==> config.mk <==
export PLATFORM = sky130hd
export DESIGN_NAME = uart_tx_arbiter
export DESIGN_NICKNAME = d
export VERILOG_FILES = /design/src/rtl/uart_tx_arbiter_pkg.sv /design/src/rtl/uart_tx_arbiter_rr_pick.sv /design/src/rtl/uart_tx_arbiter.sv
export SDC_FILE = /design/constraint.sdc
export NUM_CORES = 1
export LEC_CHECK = 0
export CAP_MARGIN = 20
export CORE_MARGIN = 1.5
export CORE_UTILIZATION = 55
export CTS_BUF_LIST = sky130_fd_sc_hd__clkbuf_8
export DETAILED_ROUTE_END_ITERATION = 12
export GPL_TIMING_DRIVEN = 1
export PLACE_DENSITY = 0.88
export SYNTH_ARGS = -nofsm -noshare
export SYNTH_HDL_FRONTEND = slang
export SYNTH_SLANG_ARGS = --single-unit
==> constraint.sdc <==
create_clock -name i_Clock -period 6.3 [get_ports i_Clock]
set_input_delay 0.63 -clock i_Clock [delete_from_list [all_inputs] [get_ports i_Clock]]
set_output_delay 0.63 -clock i_Clock [all_outputs]
set_load 0.01 [all_outputs]
==> src/rtl/uart_tx_arbiter_pkg.sv <==
// Shared definitions for the UART transmit arbiter: FSM state encoding and
// default timeout.
package uart_tx_arbiter_pkg;

    typedef enum logic [1:0] {
        ST_IDLE      = 2'b00,
        ST_GRANTED   = 2'b01,
        ST_WAIT_DONE = 2'b10
    } state_e;

    localparam int DEFAULT_TIMEOUT_CLKS = 4096;

endpackage

==> src/rtl/uart_tx_arbiter_rr_pick.sv <==
// Rotating-priority pick: scans the request vector upward from i_ptr
// (wrapping at N-1 -> 0) and returns the first set bit as one-hot plus index.
module uart_tx_arbiter_rr_pick #(
    parameter int N  = 4,
    parameter int PW = $clog2(N)
) (
    input  logic [N-1:0]  i_req,
    input  logic [PW-1:0] i_ptr,
    output logic [N-1:0]  o_win,
    output logic [PW-1:0] o_win_idx
);

    logic          w_found;
    logic          w_hit;
    logic [PW-1:0] w_idx;
    int            w_sum;

    // Walk the requesters in priority order; only the first hit is kept.
    always_comb begin
        o_win     = '0;
        o_win_idx = '0;
        w_found   = 1'b0;
        w_hit     = 1'b0;
        w_idx     = '0;
        w_sum     = 0;
        for (int i = 0; i < N; i++) begin
            w_sum = int'(i_ptr) + i;
            w_sum = (w_sum >= N) ? (w_sum - N) : w_sum;
            w_idx = PW'(w_sum);
            w_hit = i_req[w_idx] & ~w_found;
            o_win[w_idx] = o_win[w_idx] | w_hit;
            o_win_idx = o_win_idx | ({PW{w_hit}} & w_idx);
            w_found = w_found | w_hit;
        end
    end

endmodule

==> src/rtl/uart_tx_arbiter.sv <==
// Shares one UART transmitter between N_REQ byte-stream requesters with
// frame-granular round-robin arbitration and an inter-byte timeout.
module uart_tx_arbiter
    import uart_tx_arbiter_pkg::*;
#(
    parameter int N_REQ        = 4,
    parameter int TIMEOUT_CLKS = DEFAULT_TIMEOUT_CLKS
) (
    input  logic                 i_Clock,
    input  logic                 i_Rst_L,
    input  logic [N_REQ-1:0]     i_Req_Valid,
    input  logic [8*N_REQ-1:0]   i_Req_Byte,
    input  logic [N_REQ-1:0]     i_Req_Last,
    output logic [N_REQ-1:0]     o_Req_Ready,
    output logic [N_REQ-1:0]     o_Grant,
    output logic                 o_TX_DV,
    output logic [7:0]           o_TX_Byte,
    input  logic                 i_TX_Done,
    output logic                 o_Frame_Abort,
    output logic                 o_Busy
);

    localparam int PW = $clog2(N_REQ);
    localparam int TW = (TIMEOUT_CLKS > 0) ? $clog2(TIMEOUT_CLKS + 1) : 1;
    localparam logic [TW-1:0] TMO_LAST = TW'((TIMEOUT_CLKS > 0) ? (TIMEOUT_CLKS - 1) : 0);
    localparam logic [PW-1:0] PTR_MAX  = PW'(N_REQ - 1);

    state_e             r_state;
    logic [N_REQ-1:0]   r_grant;
    logic [PW-1:0]      r_idx;
    logic [PW-1:0]      r_ptr;
    logic [TW-1:0]      r_timer;
    logic               r_last;
    logic               r_tx_dv;
    logic [7:0]         r_tx_byte;
    logic               r_abort;

    logic [N_REQ-1:0]   w_pick;
    logic [PW-1:0]      w_pick_idx;
    logic               w_any;
    logic [PW-1:0]      w_next_ptr;
    logic [7:0]         w_byte_g;
    logic               w_last_g;
    logic               w_valid_g;
    logic               w_sel;
    logic               w_tmo;

    uart_tx_arbiter_rr_pick #(
        .N  (N_REQ),
        .PW (PW)
    ) u_pick (
        .i_req     (i_Req_Valid),
        .i_ptr     (r_ptr),
        .o_win     (w_pick),
        .o_win_idx (w_pick_idx)
    );

    assign w_any      = |i_Req_Valid;
    assign w_next_ptr = (r_idx == PTR_MAX) ? '0 : (r_idx + PW'(1'b1));
    assign w_tmo      = (TIMEOUT_CLKS != 0) && (r_timer == TMO_LAST);

    // Select the granted requester's valid, byte and last flag.
    always_comb begin
        w_byte_g  = 8'h00;
        w_last_g  = 1'b0;
        w_valid_g = 1'b0;
        w_sel     = 1'b0;
        for (int k = 0; k < N_REQ; k++) begin
            w_sel     = (r_idx == PW'(k));
            w_byte_g  = w_byte_g | ({8{w_sel}} & i_Req_Byte[8*k +: 8]);
            w_last_g  = w_last_g | (w_sel & i_Req_Last[k]);
            w_valid_g = w_valid_g | (w_sel & i_Req_Valid[k]);
        end
    end

    // Arbitration FSM: grant, byte sequencing, done wait and timeout.
    always_ff @(posedge i_Clock or negedge i_Rst_L) begin
        if (!i_Rst_L) begin
            r_state   <= ST_IDLE;
            r_grant   <= '0;
            r_idx     <= '0;
            r_ptr     <= '0;
            r_timer   <= '0;
            r_last    <= 1'b0;
            r_tx_dv   <= 1'b0;
            r_tx_byte <= 8'h00;
            r_abort   <= 1'b0;
        end else begin
            r_tx_dv <= 1'b0;
            r_abort <= 1'b0;
            case (r_state)
                ST_IDLE: begin
                    r_timer <= '0;
                    if (w_any) begin
                        r_grant <= w_pick;
                        r_idx   <= w_pick_idx;
                        r_state <= ST_GRANTED;
                    end
                end
                ST_GRANTED: begin
                    // A byte offered on the timeout cycle still wins.
                    if (w_valid_g) begin
                        r_tx_byte <= w_byte_g;
                        r_tx_dv   <= 1'b1;
                        r_last    <= w_last_g;
                        r_timer   <= '0;
                        r_state   <= ST_WAIT_DONE;
                    end else if (w_tmo) begin
                        r_abort <= 1'b1;
                        r_grant <= '0;
                        r_ptr   <= w_next_ptr;
                        r_timer <= '0;
                        r_state <= ST_IDLE;
                    end else if (TIMEOUT_CLKS != 0) begin
                        r_timer <= r_timer + TW'(1'b1);
                    end
                end
                ST_WAIT_DONE: begin
                    if (i_TX_Done) begin
                        if (r_last) begin
                            r_grant <= '0;
                            r_ptr   <= w_next_ptr;
                            r_state <= ST_IDLE;
                        end else begin
                            r_state <= ST_GRANTED;
                        end
                    end
                end
                default: begin
                    r_grant <= '0;
                    r_state <= ST_IDLE;
                end
            endcase
        end
    end

    assign o_Req_Ready   = (r_state == ST_GRANTED) ? r_grant : '0;
    assign o_Grant       = r_grant;
    assign o_TX_DV       = r_tx_dv;
    assign o_TX_Byte     = r_tx_byte;
    assign o_Frame_Abort = r_abort;
    assign o_Busy        = (r_state != ST_IDLE);

endmodule
# After elaboration in Yosys (flattened, before gate mapping)
# Cells that the tools add are included.
# totals
regBits	34
inputBits	43
elab_cells	156
# classes
addsub	9
magnitude_cmp	12
eq_ne	12
mux	58
bitwise_logic	41
n_reduce_logical	15
# ops
operator	count
$and A8 B8 Y8	4
$mux W13	2
$mux W2	13
$pmux W13 S2	1
$mux W4	6
$or A8 B8 Y8	3
$mux W1	18
$bmux W1 S2	8
$add A13 B1 Y13 const B	1
$eq A13 B12 Y1 const B	1
$bwmux W4	3
$lt A2 B3 Y1 const B	4
$or A1 B1 Y1	12
$pmux W4 S3	1
$and A1 B1 Y1	11
$ne A2 B2 Y1 const B	5
$reduce_and A5 Y1	2
$ge A3 B3 Y1 const B	3
$and A2 B2 Y2	4
$demux W1 S2	4
$ge A2 B1 Y1 const B	4
$sub A2 B1 Y2 const B	4
$add A2 B2 Y3 const B	2
$eq A2 B2 Y1 const B	3
16 further kinds	28

# Longest topological paths before layout
# Gate-level depths: netlist (run 1).
# logic_depth
ltp_word	21
ltp_mapped	12

# Hierarchy
# A second synthesis (run 1) with hierarchy kept.
# hier_totals
hier_cells	306
hier_area_um2	2648.8
# by_module_without_submodules
module	n_inst	cells_per_inst	area_per_inst_um2	seq_area_each_um2
uart_tx_arbiter	1	193	1879.3	850.8
uart_tx_arbiter_rr_pick	1	113	769.5	0.0

# Least setup slack after synthesis (run 1)
# OpenSTA, ideal clock, no wires.
# synth_path
kind	register -> register
startpoint	register r_ptr[0]
endpoint	register r_grant[0] (netlist: o_Grant[0])
setup_ns	0.138
arrival_time_ns	3.206
required_time_ns	6.162
path_slack_ns	2.956
path_stages_with_launch	13
path_buffers	4
synth_period_minus_slack_ns	3.344
path_cell_list	dfrtp_1 > buf_6 > buf_2 > inv_1 > ha_1 > clkbuf_1 > mux4_2 > mux2_4 > buf_6 > a221oi_1 > nor3_1 > a2111oi_2 > o21ai_1
# synth_via
elab_chain_len	21
word_cells_on_any_way	69
cone_classes	add/sub (7); order compare (12); mux (33); bitwise (13); reduce/logical (4)
# synth_lines
item	line	rtl
start: declaration	uart_tx_arbiter.sv:31	logic [PW-1:0] r_ptr;
start signal: assignment	uart_tx_arbiter.sv:111	r_ptr <= w_next_ptr;
start signal: assignment	uart_tx_arbiter.sv:122	r_ptr <= w_next_ptr;
$ge A2 B3 Y1 / $sub A2 B1 Y2 (equally long branches)	uart_tx_arbiter_rr_pick.sv:28	w_sum = (w_sum >= N) ? (w_sum - N) : w_sum;
$mux W2	uart_tx_arbiter_rr_pick.sv:28	
$lt A2 B3 Y1 (implied by the code) / $ge A2 B1 Y1 (equally long branches)	uart_tx_arbiter_rr_pick.sv:31	o_win[w_idx] = o_win[w_idx] | w_hit;
$logic_and A1 B1 Y1 (implied by the code)	uart_tx_arbiter_rr_pick.sv:31	
$mux W1 (implied by the code)	uart_tx_arbiter_rr_pick.sv:31	
$demux W1 S2	n/a	
$and A4 B4 Y4 (no line)	n/a	
$bmux W1 S2	uart_tx_arbiter_rr_pick.sv:31	
(+5 left out)	n/a	
$or A1 B1 Y1	uart_tx_arbiter_rr_pick.sv:31	
$bwmux W4	uart_tx_arbiter_rr_pick.sv:31	
$bmux W1 S2	uart_tx_arbiter_rr_pick.sv:31	
$mux W1 (implied by the code)	uart_tx_arbiter_rr_pick.sv:31	
$or A1 B1 Y1	uart_tx_arbiter_rr_pick.sv:31	
$bwmux W4 *	uart_tx_arbiter_rr_pick.sv:31	
$mux W4 *	uart_tx_arbiter.sv:94	if (w_any) begin
$pmux W4 S3 *	uart_tx_arbiter.sv:91	case (r_state)
end signal: assignment	uart_tx_arbiter.sv:95	r_grant <= w_pick;
end: declaration	uart_tx_arbiter.sv:29	logic [N_REQ-1:0] r_grant;
# Mark *: on every way between the ends. The rest lies on a longest branch, timed or not. The select of a mux whose other input is x is not followed.
# A chain may end at the register's enable or synchronous reset.

# Worst setup path in the final report (run 1)
# Same ends and word-level chain as after synthesis.

==> results of run 1 <==
[cell usage after synthesis (3+ instances only)]
library cell,number
nor2_1,25
o21ai_0,21
a221oi_1,6
dfrtp_1,34
nand2b_1,4
a22oi_1,24
nand4_1,7
o31ai_1,4
nor3_1,5
or2_2,3
mux2_2,6
inv_1,12
a31oi_1,10
a21oi_1,9
o21ai_1,4
and2_1,5
nor2b_1,8
ha_1,13
mux2i_1,3
nand2_1,7
clkbuf_1,14
nor4_1,4
and3_1,3
nand3_1,7
mux4_2,4
[power breakdown]
group,internal (mW),switching (mW),total [mW]
Combinational,0.411,0.514,0.925
Sequential,0.287,0.0830,0.370
Clock,0.0878,0.0846,0.172
Total,0.787,0.681,1.47
[state kept, by name, indices dropped and copies added (netlist names)]
register,count
o_TX_DV,1
o_Frame_Abort,1
r_idx,2
r_last,1
o_TX_Byte,8
r_ptr,2
r_timer,13
o_Grant,4
r_state,2
[stage by stage]
step	setup WS, ps	std cells	power [mW]	util
3_3_place_gp	2360	368	1.25	0.708
6_report	2130	376	1.47	0.730
3_5_place_dp	2220	368	1.27	0.708
4_1_cts	2210	376	1.45	0.730
5_1_grt	1870	376	1.57	0.730
2_1_floorplan	2960	271	1.01	-
[area by class of cell]
| type | instances | area [um2] |
|---|---|---|
| Clock inverter | 2 | 12.5 |
| Tap cell | 52 | 65.1 |
| Fill cell | 319 | 1170 |
| Clock buffer | 6 | 82.6 |
| Sequential cell | 34 | 851 |
| Timing Repair Buffer | 63 | 626 |
| Inverter | 12 | 45.0 |
| Multi-Input combinational cell | 207 | 1470 |
[kinds of logic (layout without fill, tap and decap cells)]
family / after synthesis / count (layout)
flops: 34 / 34
compound gates: 93 / 93
fa+ha+maj: 13 / 13
buf+inv: 30 / 83
simple gates: 84 / 84
mux: 14 / 14
xor+xnor: 3 / 3
[layer usage]
| metal | vias up | GRT usage | wire (um) |
|---|---|---|---|
| met5 | - | 0 | 0 |
| met4 | 0 | 0.0876 | 138 |
| met3 | 19 | 0.0625 | 453 |
| met2 | 110 | 0.423 | 2980 |
| met1 | 1122 | 0.379 | 2790 |
| li1 | 1140 | - | - |
[worst register-to-register path, cell delays in order (launching register included)]
cell and delay, ps:
dfrtp_1 790, inv_1 330, ha_1 640, mux4_2 630, mux2_4 360, a2111oi_0 430
nor3_1 140, a2111oi_2 580, o21ai_1 140
[cells in the final DEF (no fill, tap or decap), drive strengths merged, types with 5 or more instances in the layout]
cell,instances
a221oi,6
a31oi,10
mux2,7
clkbuf,6
nor3,5
a21oi,9
clkdlybuf4s50,61
nand3,7
a2111oi,5
o21ai,25
nand2,7
dfrtp,34
ha,13
nor2b,8
nand4,7
nor2,25
a22oi,24
inv,12
and2,5
[worst max-delay path by stage]
stage	start	end	slack, ps	cells after the start
floorplan	r_ptr[0]	o_Grant[0]	2960	12
global placement	r_ptr[0]	o_Grant[1]	2360	8
detailed placement	r_ptr[0]	o_Grant[3]	2220	8
CTS	r_ptr[0]	o_Grant[3]	2210	8
global route	r_ptr[0]	o_Grant[3]	1870	8
finish	r_ptr[0]	o_Grant[0]	2130	8
==> flow_summary.ini, run 1 <==
[outcome]
status = finished clean

[cts]
cts-buffers-inserted = 5
clock_latency_ps = 290
cts_root_buf = clkbuf_8
post-cts-setup-buffers = 0
ctsHtreeMaxLevel = 2
clkSlewWorstSetupHoldPaths_ps = 70
cts_resized = 0
cts_tree = done
clockBufferDepth = 2
clkSinkCount = 34
holdBufCountCts = 0

[timing]
rsz0062_at_grt = no
finalSetupTns_ps = 0
drv_slew = 0
tightest_slew_ps = 693
min_period_ps = 4170
skew_ps = 6.12
slew_headroom = 0.538
holdWs_ps = 477
finalCritPeriodShare = 0.661
fmax_mhz = 240
finalSetupViolCount = 0
hold_violations = 0

[die]
rows = 24
die_h_um = 69.8
initial_utilization = 0.568
die_area_um2 = 4870
core-area_um2 = 4320
ios = 62
die_x_um = 69.8

[global_routing]
antenna_found_initial = 0
grt_max_degree = 35
grt_pass1_vias = 2322
grt_overflow = 0
grt_pass1_wl_um = 10900
grtUsageTotal = 0.273

[synth]
seq_area_frac_synth = 0.347
synth_xor_area_frac = 0.0107
synth_cells = 271
ys.flop_type = dfrtp_1
synthSimpleGateAreaFrac = 0.181
ys_seq_elements = 34
yosysTopAreaCell = dfrtp_1
syn_area_per_cell_um2 = 9.06
synthAdderAreaFrac = 0.0663
synth_top_area_frac = 0.347
synth_nets = 327
async_flop_share = 1.00
yosysUniqueCellTypes = 46
synth_top_family_by_area = compound AO/OA/AOI/OAI gates
post_synth_instance_area_um2 = 2450
ys_warn_count = 0
synth.area.top_cells = dfrtp_1 35%, a22oi_1 7.3%, ha_1 6.6%
synth.mux.area_fraction = 0.0826
synth-edff-count = 0
synth_compound_area_frac = 0.260

[worst_setup_path]
crit_path_start_kind = register
path_cells = inv_1 > ha_1 > mux4_2 > mux2_4 > a2111oi_0 > nor3_1 > a2111oi_2 > o21ai_1
path_buf_inv = 1
critPathKind = register to register
path_delay_family = compound AO/OA/AOI/OAI gates
rrSetupSlack_ps = 2130
r2r_end = o_Grant[0]
r2r_start = r_ptr[0]
end_kind = register
worst_path_max_delay_cell = dfrtp_1
cp_max_fo = 20
reg2regPathDepth = 8
crit_required_ps = 6460
cp_data_arrival_time_ps = 4320
cpPeakStageDelay_ps = 790

[detailed_routing]
drt_iter0_markers = 192
wl_per_cell_um = 16.9
dr.pass1.iters = 5
ant_nets = 0
drt_wl_total_um = 6360
via_per_inst = 6.36
vias = 2391
drc_errors = 0

[finish]
fin_area_um2 = 3160
area_delta_synth_final_pct = 28.5
drive_above_1_share = 0.0802
nets = 379
antenna_cells = 0

[power]
ir_drop_mv = 0.350
p_leak_nw = 1.26
p_per_area_nw_per_um2 = 465

[place]
gp_congestion = 0.952
dpl_cell_area_um2 = 3060
dp_hpwl_um = 4620
io_buffers = 61

[min_path]
hold_depth = 1
hp-start = r_timer[7]
min_path_type = register to register
holdPathEnd = r_timer[7]

[run]
maxCapViolations = 0
No activity file was read; power rests on OpenSTA's default activity.
==> run 2: changes to the inputs <==
--- a/config.mk
+++ b/config.mk
@@ -7,11 +7,11 @@
 export LEC_CHECK = 0
 export CAP_MARGIN = 20
 export CORE_MARGIN = 1.5
-export CORE_UTILIZATION = 55
+export CORE_UTILIZATION = 51
 export CTS_BUF_LIST = sky130_fd_sc_hd__clkbuf_8
 export DETAILED_ROUTE_END_ITERATION = 12
 export GPL_TIMING_DRIVEN = 1
-export PLACE_DENSITY = 0.88
+export PLACE_DENSITY = 0.83
 export SYNTH_ARGS = -nofsm -noshare
 export SYNTH_HDL_FRONTEND = slang
 export SYNTH_SLANG_ARGS = --single-unit
==> constraint.sdc (replaced) <==
create_clock -name i_Clock -period 4.3 [get_ports i_Clock]
set_input_delay 0.43 -clock i_Clock [delete_from_list [all_inputs] [get_ports i_Clock]]
set_output_delay 0.43 -clock i_Clock [all_outputs]
set_load 0.01 [all_outputs]
==> run 2 against run 1 <==
Compared with the run above:
- combinational power rose by 48%
- sequential share of layout area fell by 0.44 points
- first-iteration DRC count rose by 2.6%
- routed wire length fell by 2.3%
- worst setup slack got worse by 1500 ps
- non-clock buffer count rose by 1
- sequential power rose by 41%
- register-to-register slack got worse by 1500 ps
- clock skew rose by 4.6 ps
- cell count rose by 0.80%
- critical endpoint is now o_Grant[3]
- largest cell class unchanged
- highest routed layer unchanged
==> flow_summary.ini, run 2 (synthesized netlist as in run 1, its figures left out) <==
[outcome]
status = finished clean

[die]
die_h_um = 72.4
die_x_um = 72.4
die_area_um2 = 5240
ios = 62
rows = 25
initial_utilization = 0.523
core-area_um2 = 4690

[worst_setup_path]
path_cells = inv_1 > ha_1 > mux4_2 > mux2_4 > a2111oi_0 > nor3_1 > a2111oi_2 > o21ai_1
crit_path_start_kind = register
end_kind = register
r2r_start = r_ptr[1]
cp_data_arrival_time_ps = 3850
reg2regPathDepth = 8
path_delay_family = compound AO/OA/AOI/OAI gates
startpoint = r_ptr[1]
crit_required_ps = 4450
path_buf_inv = 1
critical_path_cell_count = 8
critPathKind = register to register
cpPeakStageDelay_ps = 620
worst_path_max_delay_cell = mux4_2
cp_max_fo = 12

[finish]
largest_reg_flops = 13
stdcell_count = 379
antenna_cells = 0
mostFrequentLayoutCells = 61 x clkdlybuf4s50_1, 34 x dfrtp_1, 25 x nor2_1, 24 x a22oi_1, 21 x o21ai_0
drive_above_1_share = 0.0831
top_register = r_timer
area_delta_synth_final_pct = 30.7
nets = 380
layout_commonest_cell = clkdlybuf4s50_1

[place]
gp_congestion = 0.939
placed_cells = 371
dp_hpwl_um = 4470
io_buffers = 61

[cts]
cts_tree = done
cts_root_buf = clkbuf_8
clockBufferDepth = 2
post-cts-setup-buffers = 0
clock_latency_ps = 290
clkSinkCount = 34
cts-buffers-inserted = 5
holdBufCountCts = 0
cts_resized = 0
clkSlewWorstSetupHoldPaths_ps = 80
ctsHtreeMaxLevel = 2

[timing]
finalSetupTns_ps = 0
skew_ps = 10.7
rsz0062_at_grt = no
min_period_ps = 3700
fmax_mhz = 270
drv_slew = 0
tightest_slew_ps = 672
finalCritPeriodShare = 0.860
slew_headroom = 0.551
hold_violations = 0
finalSetupViolCount = 0

[power]
ir_drop_mv = 0.402
p_leak_nw = 1.29
p_total_mw = 2.25
p_per_area_nw_per_um2 = 700

[global_routing]
antenna_found_initial = 0
grt_max_degree = 35
grt_overflow = 0
grt_pass1_vias = 2242
grtUsageTotal = 0.253
grt_pass1_wl_um = 10400

[detailed_routing]
vias = 2371
via_per_inst = 6.26
drt_iter0_markers = 197
drc_errors = 0
drt_wl_total_um = 6210
ant_nets = 0
dr.pass1.iters = 4
wl_per_cell_um = 16.4

[min_path]
hold_depth = 1
min_path_type = register to register
hp-start = r_timer[7]

[run]
maxCapViolations = 0
run 2: cell types whose count changed in the layout (fill, tap and decap cells not counted):
cell	change
clkinvlp_4	-1
clkinv_2	-1
clkinv_4	+1
bufinv_16	+2
buf_4	+1
clkbuf_8	-1
run 2: area by class of cell:
cell class                 count  area [um2]
clock buffer                   5        68.8
clock inverter                 3        68.8
fill                         368        1480
inverter                      12        45.0
multi-input combinational    207        1470
sequential                    34         851
tap                           54        67.6
timing repair buffer          64         633
run 2: routing by layer:
layer	wire length, um	GRT usage	up-vias
li1	-	-	1144
met1	2720	0.339	1126
met2	3020	0.410	92
met3	368	0.0444	9
met4	106	0.0943	0
met5	0	0	-
run 2: worst paths after layout:
kind / end / slack, ps
max: o_Grant[3] / 600
min: r_timer[7] / 470
max reg2reg: o_Grant[3] / 600
min reg2reg: r_timer[7] / 470
max in group asynchronous: r_idx[1] / 3450
min in group asynchronous: r_timer[5] / 540
run 2: power by group:
part	internal, mW	switching [mW]	total [mW]
Clock	0.232	0.124	0.356
Combinational	0.608	0.760	1.37
Sequential	0.422	0.0996	0.521
run 2: metrics by stage:
stage | setup slack (ps) | hold WS [ps] | area (um2) | util
after floorplan | 956 | 134 | 2450 | -
after global routing | 380 | 502 | 3210 | 0.684
after detailed placement | 669 | 462 | 3070 | 0.654
after CTS | 669 | 474 | 3210 | 0.684
final | 600 | 472 | 3210 | 0.684
after global placement | 864 | 460 | 3070 | 0.654
==> patch 1, RTL diff (flow settings as in run 2) <==
Change the parameter `N_REQ` from 4 to 16.
--- a/src/rtl/uart_tx_arbiter.sv
+++ b/src/rtl/uart_tx_arbiter.sv
@@ -5,3 +5,3 @@
 #(
-    parameter int N_REQ        = 4,
+    parameter int N_REQ        = 16,
     parameter int TIMEOUT_CLKS = DEFAULT_TIMEOUT_CLKS
Interface: changed (5 resized); port bits go from 62 to 206. The function was not compared with the original's and may differ.
==> patch 1 against run 2 <==
  * The flow now stops in 5_1_grt
  * Synthesized cell count rose to 7.8 times the old value
  * Area after synthesis increased to 5.7 times the old value
==> patch 1: results <==
export IMPL_grt_pass1_vias=33200
export IMPL_grt_pass1_wl_mm=217
export IMPL_failed_stage="5_1_grt"
export IMPL_synth_commonest_cells="nand2_1 (259), nor2_1 (233), a21oi_1 (153), o21ai_0 (145), clkbuf_1 (131)"
export IMPL_dp_hpwl_mm=79.3
export IMPL_placed_area_sq_um=22400
export IMPL_clockRootBuffer="clkbuf_8"
export IMPL_placed_cells=3309
export IMPL_netlist_area_sq_um=14000
export IMPL_ys_warn_count=0
export IMPL_syn_num_nets=2284
export IMPL_ys_seq_area_frac=0.0895
export IMPL_syn_area_per_cell_sq_um=6.66
export IMPL_grt_max_degree=56
export IMPL_tool_error="[ERROR GRT-0116] Global routing finished with congestion. Check the congestion regions in the DRC Viewer."
export IMPL_synth_main_ff_cell="dfrtp_1"
export IMPL_status="did not finish"
export IMPL_h_tree_depth=2
export IMPL_cts_path_max_buffers=2
export IMPL_grt_usage=0.998
export IMPL_grt_ovfl_total=2221
export IMPL_cts_made_buffers=5
export IMPL_gp_congestion=1.47
export IMPL_synth_area_top_cells="dfrtp_1 (8.9%), nand2_1 (7.0%), nor2_1 (6.3%)"
export IMPL_ys_types=115
export IMPL_port_buffers=205
export IMPL_synth_most_common_cell="nand2_1"
export IMPL_cts_sinks=50
export IMPL_async_reset_ff_frac=1.00
## patch 1: cell types whose count changed after synthesis, sizes merged, moves of 27 or more
cell	run 2	this run
a21oi	9	154
buf	4	37
o21ai	25	162
nand3	7	98
clkbuf	14	131
a31oi	10	78
o211ai	0	56
and2	5	59
nor3	5	65
nor2	25	233
nand2	7	263
a211oi	2	53
a311oi	0	27
## patch 1: logic make-up after synthesis
| kind of cell | Yosys count | share of synthesized area |
|---|---|---|
| simple gates | 870 | 0.294 |
| compound gates | 869 | 0.452 |
| buf+inv | 196 | 0.0557 |
| mux | 80 | 0.0816 |
| flops | 50 | 0.0895 |
| fa+ha+maj | 20 | 0.0179 |
| xor+xnor | 16 | 0.0100 |
## patch 1: metrics by stage
step / util / worst slack (ns)
floorplan: - / -8.24
global placement: 0.830 / -8.05
detailed placement: 0.830 / -8.66
CTS: 0.869 / -8.03
## patch 1: what timing repair did
item                                    4_1_cts
cloned                                        2
setup buffers                                38
resized for setup                           134
pin swaps                                    27
hold buffers                                  0
endpoints found under the setup margin       20
## patch 1: metal layers
layer	GRT overflow	track usage
met5	27	0.711
met1	119	0.896
met2	1438	1.22
met4	517	1.10
met3	120	0.853
==> patch 2, RTL diff (settings of run 2) <==
Made on the original files. Make the reset (`i_Rst_L`) synchronous in one clocked block.
--- a/src/rtl/uart_tx_arbiter.sv
+++ b/src/rtl/uart_tx_arbiter.sv
@@ -76,3 +76,3 @@
     // Arbitration FSM: grant, byte sequencing, done wait and timeout.
-    always_ff @(posedge i_Clock or negedge i_Rst_L) begin
+    always_ff @(posedge i_Clock) begin
         if (!i_Rst_L) begin
Function: differs if i_Rst_L is asserted again (counterexample within 4 cycles, from zero or initial values and one cycle with i_Rst_L low); with i_Rst_L held inactive, the same outputs for 10 cycles.
==> patch 2 against run 2 <==
  * Worst setup slack better by 0.47 ns
  * Hold slack improved by 0.0019 ns
  * Design area shrank 1.3%
  * Routed wire length fell by 6.4%
  * Utilization up 2.9 points
  * Count of clock-buffer cells in the layout is the same
  * Sequential cell count unchanged
  * Area after synthesis is 1.9% lower
  * Non-clock buffer count rose by 1
  * Via count shrank 0.38%
  * First-iteration DRC count shrank 29%
Power is not compared: it rests on default switching activity, and its combinational part moved more than twofold at a synthesized area within 25%.
==> patch 2: results <==
export IMPL_h_tree_depth=2
export IMPL_synthAdderAreaFrac=0.0675
export IMPL_antenna_found_initial=0
export IMPL_diodes=0
export IMPL_placed_cells=392
export IMPL_synth_xor_area_share=0.0291
export IMPL_syn_area_per_cell_sq_um=8.28
export IMPL_status="finished, final reports clean"
export IMPL_post_cts_resized=0
export IMPL_ant_nets=0
export IMPL_dr_first_iter_drc_count=140
export IMPL_tightest_slew_ns=0.806
export IMPL_ys_types=51
export IMPL_grt_pass1_wl_mm=10.0
export IMPL_async_reset_ff_frac=0
export IMPL_clock_skew_final_ns=0.00534
export IMPL_yosys_area_top_type="dfxtp_1"
export IMPL_wl_per_cell_microns=14.5
export IMPL_drive_gt1_frac=0.0718
export IMPL_leakage_nw=1.28
export IMPL_synth_commonest_cells="dfxtp_1 (34), nor2_1 (29), nand2_1 (28), a22oi_1 (22), nand3_1 (16)"
export IMPL_p_sw_w=0.000243
export IMPL_clockRootBuffer="clkbuf_8"
export IMPL_critPathTopFamily="compound AO/OA/AOI/OAI gates"
export IMPL_crit_slowest_cell="mux4_2"
export IMPL_post_cts_buffers=0
export IMPL_firstDrtPassIters=6
export IMPL_dp_hpwl_mm=4.28
export IMPL_cts_path_max_buffers=2
export IMPL_syn_num_nets=347
export IMPL_grt_usage=0.240
export IMPL_cts_made_buffers=5
export IMPL_port_buffers=61
export IMPL_largest_reg_flops=13
export IMPL_fillers=379
export IMPL_ys_warn_count=0
export IMPL_ys_seq_area_frac=0.283
export IMPL_critical_path_max_stage_delay_ns=0.56
export IMPL_grt_max_degree=26
export IMPL_peakVddDrop_mv=0.240
export IMPL_synth_area_top_cells="dfxtp_1 (28%), a22oi_1 (6.9%), ha_1 (6.8%)"
export IMPL_synth_compound_area_frac=0.257
export IMPL_grt_pass1_vias=2195
export IMPL_vias=2362
export IMPL_largest_register="r_timer"
export IMPL_path_max_fanout=12
export IMPL_critical_path_arrival_ns=3.41
export IMPL_instances_no_fill=400
export IMPL_gp_congestion=0.909
export IMPL_synth_area_mux_share=0.0649
export IMPL_hold_class="flop to flop"
[patch 2: worst reg2reg max path, cell delays in order, from the launching register on]
cell and delay (ns):
dfxtp_1 0.33, inv_1 0.17, ha_1 0.33, buf_4 0.18, mux4_2 0.56, mux2_4 0.34
a2111oi_2 0.36, a211oi_1 0.12, a211oi_2 0.27, o21ai_1 0.08, and3_4 0.20, o21a_1 0.18
[patch 2: cell type report]
class | instances | share of cell area
clock buffers | 5 | 0.0217
clock inverters | 3 | 0.0217
inverters | 6 | 0.00711
multi-input cells | 235 | 0.511
flip-flops and latches | 34 | 0.215
well taps | 52 | 0.0206
repair buffers | 65 | 0.202
[patch 2: per-stage QoR]
stage	utilization	area [sq um]	power [W]	worst slack [ns]
floorplan	-	2410	0.000477	0.863
global route	0.712	3170	0.000974	0.862
finish	0.712	3170	0.000927	1.07
global placement	0.681	3030	0.000574	1.00
detailed placement	0.681	3030	0.000576	0.943
CTS	0.712	3170	0.000933	1.06
[patch 2: final timing paths]
check                endpoint        start  depth (start not counted)  slack [ns]
hold / removal    r_timer[12]  r_timer[12]                          1        0.47
setup reg to reg   o_Grant[3]     r_ptr[0]                         11        1.07
setup / recovery   o_Grant[3]     r_ptr[0]                         11        1.07
hold reg to reg   r_timer[12]  r_timer[12]                          1        0.47
[patch 2: layer usage]
layer	global-route usage	vias to the layer above	part of all wire
li1	-	1179	-
met1	0.318	1087	0.45
met2	0.392	92	0.48
met3	0.0591	4	0.070
met4	0.0608	0	0.0071
met5	0	-	0
[patch 2: power by group through the flow]
stage | registers [W] | clock network, W | logic [W]
2_1_floorplan | 0.000360 | 0 | 0.000116
3_3_place_gp | 0.000357 | 0 | 0.000217
3_5_place_dp | 0.000358 | 0 | 0.000219
4_1_cts | 0.000351 | 0.000363 | 0.000220
5_1_grt | 0.000355 | 0.000377 | 0.000243
6_report | 0.000351 | 0.000356 | 0.000220
[patch 2: cells by family after synthesis]
| logic type | after synthesis |
|---|---|
| fa+ha+maj | 13 |
| mux | 10 |
| compound gates | 83 |
| flops | 34 |
| buf+inv | 22 |
| xor+xnor | 8 |
| simple gates | 121 |
